===== src/rtl/control_fsm.sv =====
// ============================================================================
// Module      : control_fsm
// Description : Multi-cycle processor control FSM (Moore, registered outputs).
//               Optional overflow exception path enabled by OVERFLOW_EXC_EN.
// Revision    : 1.0 - initial release
// ============================================================================
`default_nettype none

module control_fsm (
    input  logic       clk,
    input  logic       reset,
    input  logic [5:0] opcode,
    input  logic [5:0] funct,
    input  logic       overflow,
    output logic       pc_write,
    output logic       isBEQ,
    output logic       isBNE,
    output logic       isBGT,
    output logic       isBLE,
    output logic [1:0] pc_source,
    output logic       ir_wr,
    output logic       mem_wr,
    output logic       reg_wr,
    output logic       epc_wr,
    output logic [1:0] wb_sel,
    output logic       alu_src_a,
    output logic [1:0] alu_src_b,
    output logic [2:0] alu_op,
    output logic [3:0] state
);

    typedef enum logic [3:0] {
        S_FETCH    = 4'd0,
        S_FETCH_W  = 4'd1,
        S_DECODE   = 4'd2,
        S_EXEC_R   = 4'd3,
        S_EXEC_I   = 4'd4,
        S_WB_R     = 4'd5,
        S_WB_I     = 4'd6,
        S_MEM_ADDR = 4'd7,
        S_MEM_RD   = 4'd8,
        S_MEM_RD_W = 4'd9,
        S_WB_LW    = 4'd10,
        S_MEM_WR   = 4'd11,
        S_BRANCH   = 4'd12,
        S_JUMP     = 4'd13,
        S_EXC      = 4'd14
    } state_t;

    typedef struct packed {
        logic       pc_write;
        logic       is_beq;
        logic       is_bne;
        logic       is_bgt;
        logic       is_ble;
        logic [1:0] pc_source;
        logic       ir_wr;
        logic       mem_wr;
        logic       reg_wr;
        logic       epc_wr;
        logic [1:0] wb_sel;
        logic       alu_src_a;
        logic [1:0] alu_src_b;
        logic [2:0] alu_op;
    } ctl_t;

    localparam logic [5:0] c_OP_RTYPE = 6'h00;
    localparam logic [5:0] c_OP_J     = 6'h02;
    localparam logic [5:0] c_OP_BEQ   = 6'h04;
    localparam logic [5:0] c_OP_BNE   = 6'h05;
    localparam logic [5:0] c_OP_BLE   = 6'h06;
    localparam logic [5:0] c_OP_BGT   = 6'h07;
    localparam logic [5:0] c_OP_ADDI  = 6'h08;
    localparam logic [5:0] c_OP_LW    = 6'h23;
    localparam logic [5:0] c_OP_SW    = 6'h2B;
    localparam logic [5:0] c_FN_ADD   = 6'h20;
    localparam logic [5:0] c_FN_SUB   = 6'h22;
    localparam logic [5:0] c_FN_AND   = 6'h24;

    state_t state_q;
    state_t state_d;
    ctl_t   ctl_q;
    ctl_t   ctl_d;

    // Output decode of a given state; used on the next state so outputs are
    // registered yet still line up with the state they belong to.
    function automatic ctl_t decode_ctl(input state_t s, input logic [5:0] op,
                                        input logic [5:0] fn);
        ctl_t c;
        c = '0;
        case (s)
            S_FETCH: begin
                c.alu_src_b = 2'b01;
            end
            S_FETCH_W: begin
                c.ir_wr     = 1'b1;
                c.pc_write  = 1'b1;
                c.alu_src_b = 2'b01;
            end
            S_DECODE: begin
                c.alu_src_b = 2'b11;
            end
            S_EXEC_R: begin
                c.alu_src_a = 1'b1;
                case (fn)
                    c_FN_SUB: c.alu_op = 3'b001;
                    c_FN_AND: c.alu_op = 3'b010;
                    default:  c.alu_op = 3'b000;
                endcase
            end
            S_EXEC_I, S_MEM_ADDR: begin
                c.alu_src_a = 1'b1;
                c.alu_src_b = 2'b10;
            end
            S_WB_R: begin
                c.reg_wr = 1'b1;
            end
            S_WB_I: begin
                c.reg_wr = 1'b1;
                c.wb_sel = 2'b01;
            end
            S_WB_LW: begin
                c.reg_wr = 1'b1;
                c.wb_sel = 2'b10;
            end
            S_MEM_WR: begin
                c.mem_wr = 1'b1;
            end
            S_BRANCH: begin
                c.alu_src_a = 1'b1;
                c.alu_op    = 3'b001;
                c.pc_source = 2'b01;
                c.is_beq    = (op == c_OP_BEQ);
                c.is_bne    = (op == c_OP_BNE);
                c.is_ble    = (op == c_OP_BLE);
                c.is_bgt    = (op == c_OP_BGT);
            end
            S_JUMP: begin
                c.pc_write  = 1'b1;
                c.pc_source = 2'b10;
            end
`ifdef OVERFLOW_EXC_EN
            S_EXC: begin
                c.epc_wr    = 1'b1;
                c.pc_write  = 1'b1;
                c.pc_source = 2'b11;
            end
`endif
            default: c = '0;
        endcase
        return c;
    endfunction

    always_comb begin
        state_d = S_FETCH;
        case (state_q)
            S_FETCH:   state_d = S_FETCH_W;
            S_FETCH_W: state_d = S_DECODE;
            S_DECODE: begin
                case (opcode)
                    c_OP_RTYPE:                           state_d = S_EXEC_R;
                    c_OP_ADDI:                            state_d = S_EXEC_I;
                    c_OP_LW, c_OP_SW:                     state_d = S_MEM_ADDR;
                    c_OP_BEQ, c_OP_BNE, c_OP_BLE, c_OP_BGT: state_d = S_BRANCH;
                    c_OP_J:                               state_d = S_JUMP;
                    default:                              state_d = S_FETCH;
                endcase
            end
            S_EXEC_R: begin
                state_d = S_WB_R;
`ifdef OVERFLOW_EXC_EN
                if (overflow && ((funct == c_FN_ADD) || (funct == c_FN_SUB)))
                    state_d = S_EXC;
`endif
            end
            S_EXEC_I: begin
                state_d = S_WB_I;
`ifdef OVERFLOW_EXC_EN
                if (overflow)
                    state_d = S_EXC;
`endif
            end
            S_MEM_ADDR: state_d = (opcode == c_OP_SW) ? S_MEM_WR : S_MEM_RD;
            S_MEM_RD:   state_d = S_MEM_RD_W;
            S_MEM_RD_W: state_d = S_WB_LW;
            S_WB_R, S_WB_I, S_WB_LW, S_MEM_WR,
            S_BRANCH, S_JUMP, S_EXC: state_d = S_FETCH;
            default:    state_d = S_FETCH;
        endcase
    end

    always_comb begin
        ctl_d = decode_ctl(state_d, opcode, funct);
    end

    always_ff @(posedge clk) begin
        if (reset) begin
            state_q <= S_FETCH;
            ctl_q   <= decode_ctl(S_FETCH, opcode, funct);
        end else begin
            state_q <= state_d;
            ctl_q   <= ctl_d;
        end
    end

    assign state     = state_q;
    assign pc_write  = ctl_q.pc_write;
    assign isBEQ     = ctl_q.is_beq;
    assign isBNE     = ctl_q.is_bne;
    assign isBGT     = ctl_q.is_bgt;
    assign isBLE     = ctl_q.is_ble;
    assign pc_source = ctl_q.pc_source;
    assign ir_wr     = ctl_q.ir_wr;
    assign mem_wr    = ctl_q.mem_wr;
    assign reg_wr    = ctl_q.reg_wr;
    assign wb_sel    = ctl_q.wb_sel;
    assign alu_src_a = ctl_q.alu_src_a;
    assign alu_src_b = ctl_q.alu_src_b;
    assign alu_op    = ctl_q.alu_op;

`ifdef OVERFLOW_EXC_EN
    assign epc_wr = ctl_q.epc_wr;
`else
    // No exception path: overflow is ignored and EPC is never written.
    logic unused_ok;
    assign unused_ok = overflow ^ ctl_q.epc_wr;
    assign epc_wr    = 1'b0;
`endif

endmodule

`default_nettype wire


===== config.mk =====
export PLATFORM = sky130hd
export DESIGN_NAME = control_fsm
export DESIGN_NICKNAME = d
export VERILOG_FILES = /design/src/rtl/control_fsm.sv
export SDC_FILE = /design/constraint.sdc
export NUM_CORES = 1
export LEC_CHECK = 0
export CAP_MARGIN = 20
export CORE_MARGIN = 3
export CORE_UTILIZATION = 46
export DETAILED_ROUTE_END_ITERATION = 10
export PLACE_DENSITY = 0.92
export SLEW_MARGIN = 40
export SYNTH_ARGS = -nofsm -noshare
export SYNTH_HDL_FRONTEND = slang
export SYNTH_SLANG_ARGS = --single-unit

===== constraint.sdc =====
create_clock -name clk -period 2.94 [get_ports clk]
set_input_delay 0.294 -clock clk [delete_from_list [all_inputs] [get_ports clk]]
set_output_delay 0.294 -clock clk [all_outputs]
set_load 0.02 [all_outputs]

==> results.py <==
metrics = {
    "run_status": {
        "status": "finished, final reports clean",
    },
    "logic_synthesis": {
        "synth_area_per_cell_um2": 8.80,
        "yosysTopAreaCell": "dfxtp_1",
        "ys_async_sr_fraction": 0,
        "synth_ff_type": "dfxtp_1",
        "ys_seq_elements": 21,
        "synth_top_area_frac": 0.426,
        "yosysMostFrequentCell": "dfxtp_1",
        "synth_area_um2": 986,
        "synth_common_cells": "dfxtp_1 (21), nor2_1 (18), nand2_1 (7), nand2b_1 (5), nor3_1 (5)",
        "ys_seq_area_frac": 0.426,
        "ys_warn_count": 0,
        "synthTopCellsByArea": "dfxtp_1 (43%), nor2_1 (6.9%), nand2b_1 (3.2%), a2111oi_4 (2.8%), nand2_1 (2.7%)",
        "ys_types": 42,
        "synth_edf_count": 0,
        "syn_inst": 112,
    },
    "place": {
        "pre_cts_ws_ns": 0.422,
        "dp_cells": 168,
        "gp_congestion": 0.812,
        "portBuffers": 34,
        "hpwl_um": 1780,
    },
    "clocking": {
        "clock_tree.buffer_depth": 2,
        "clockRootBuffer": "clkbuf_4",
        "insertion_delay_ns": 0.31,
        "postCtsResizedCells": 0,
        "cts_buffers": 3,
        "cts.sinks": 21,
        "holdBufCountCts": 0,
        "h-tree-depth": 1,
        "cts_tree": "done",
        "cts_setup_buffers": 0,
        "clk_pin_slew_ns": 0.11,
    },
    "sta": {
        "finalHoldViolCount": 0,
        "layout_min_cycle_time_ns": 2.16,
        "setup_tns_ns": 0,
        "skew_ns": 0.00495,
        "fin_ws_ns": 0.778,
        "fmax_mhz": 463,
        "rsz0062_at_grt": "no",
        "worst_hold_slack_ns": 0.582,
        "finalCritPeriodShare": 0.735,
        "slew_violations": 0,
        "setup_viol": 0,
    },
    "cells_and_area": {
        "nFillCells": 161,
        "multiInputGateArea_um2": 522,
        "layout.cells.non_filler": 172,
        "diodes": 0,
        "seq_area_um2": 420,
        "fin_util": 0.677,
        "syn2layout_area_growth_pct": 37.4,
        "finalNetCount": 161,
        "drive_above_1_share": 0.110,
    },
    "critical_path": {
        "arrival_ns": 2.41,
        "cp-start-kind": "primary input",
        "required_ns": 3.19,
        "end_kind": "flip-flop",
        "critPathKind": "primary input to flip-flop",
        "r2r_cells": 6,
        "critical_path.max_fanout": 8,
    },
    "route": {
        "num_vias": 974,
        "via_per_inst": 5.66,
        "drc": 0,
        "wl_um": 2360,
        "ant_nets": 0,
        "first_pass_iters": 4,
        "avgRoutedWirePerCell_um": 13.7,
        "drt_iter0_markers": 30,
    },
    "global_route": {
        "use_met2": 0.331,
        "use_met3": 0.0370,
        "grt_pass1_wl_um": 3720,
        "grt-ovfl-total": 0,
        "grt_max_degree": 14,
        "antenna_found_initial": 0,
        "grt.busiest_layer": "met2",
        "met1_usage": 0.195,
        "grt_pass1_vias": 888,
        "grt_usage": 0.180,
    },
    "die": {
        "ioPinCount": 38,
        "fp.dieW_um": 52.3,
        "coreArea_mm2": 0.00200,
        "die_area_mm2": 0.00273,
        "chipHeight_um": 52.3,
        "initial_utilization": 0.493,
        "rows": 16,
    },
    "worst_hold_path": {
        "holdPathStages": 3,
        "min_path_type": "primary input to flip-flop",
    },
    "power_and_ir_drop": {
        "p_leak_nw": 0.536,
        "powerDensity_mw_per_mm2": 453,
        "ir_drop_uv": 308,
    },
    "job": {
        "drv_cap": 0,
    },
}
==> cells in the final DEF (no fill, tap or decap), types with 2 or more instances in the layout <==
cell type and instances:
or2_2 3, nand2_1 7, o21ai_1 2, conb_1 2
clkdlybuf4s50_1 34, nor3_1 5, dfxtp_1 21, and3_1 3
inv_1 2, nor4_1 2, a31oi_1 3, a21oi_1 4
nand2b_1 5, clkbuf_4 3, nand3_1 2, nand3b_1 2
nor2b_1 3, nor2_1 18
==> power by group <==
part,leakage (nW),internal (W),switching [W]
logic,0.348,0.0000714,0.0000846
registers,0.170,0.000299,0.0000166
clock network,0.0177,0.0000509,0.0000914
==> critical path, cell delays in order <==
cell,delay [ns]
clkdlybuf4s50_1,0.53
nand2b_1,0.22
a2111oi_0,0.49
nand3_1,0.22
and3_1,0.27
nand3b_4,0.20
nor3b_2,0.17
==> area by class of cell <==
class / instances / share of cell area
repair buffers: 34 / 0.251
well taps: 27 / 0.0249
clock buffers: 3 / 0.0166
flip-flops and latches: 21 / 0.310
inverters: 3 / 0.00831
clock inverters: 1 / 0.00369
multi-input cells: 83 / 0.385
==> path summary, 6_finish.rpt <==
check | to | slack [ns] | start
min reg2reg | reg_wr | 0.68 | state[1]
max | isBNE | 0.78 | opcode[0]
min | alu_op[1] | 0.58 | funct[2]
max reg2reg | isBNE | 0.91 | state[3]
==> metrics by stage <==
| stage | total power (W) | area, um^2 |
|---|---|---|
| 2_1_floorplan | 0.000413 | 990 |
| 3_3_place_gp | 0.000469 | 1330 |
| 3_5_place_dp | 0.000474 | 1330 |
| 4_1_cts | 0.000615 | 1360 |
| 5_1_grt | 0.000639 | 1360 |
| 6_report | 0.000614 | 1360 |
==> registers in the layout, indices dropped and copies added, names as in the netlist <==
register   flops
wb_sel         2
alu_src_b      2
isBEQ          1
isBGT          1
alu_src_a      1
mem_wr         1
isBNE          1
pc_write       1
ir_wr          1
alu_op         2
state          4
pc_source      2
reg_wr         1
isBLE          1
==> cell families (layout without fill, tap and decap cells) <==
| kind of cell | count (synthesis) | after routing | share of synthesized area |
|---|---|---|---|
| compound gates | 19 | 19 | 0.157 |
| simple gates | 62 | 62 | 0.364 |
| flops | 21 | 21 | 0.426 |
| other cells | 1 | 2 | 0.00380 |
| buf+inv | 9 | 41 | 0.0482 |
==> routing by layer <==
layer  wire length (um)  vias up
met2               1210       39
met1                998      471
met5                  0        -
li1                   -      459
met4                 34        0
met3                120        5
Power figures use the tool's default switching activity.
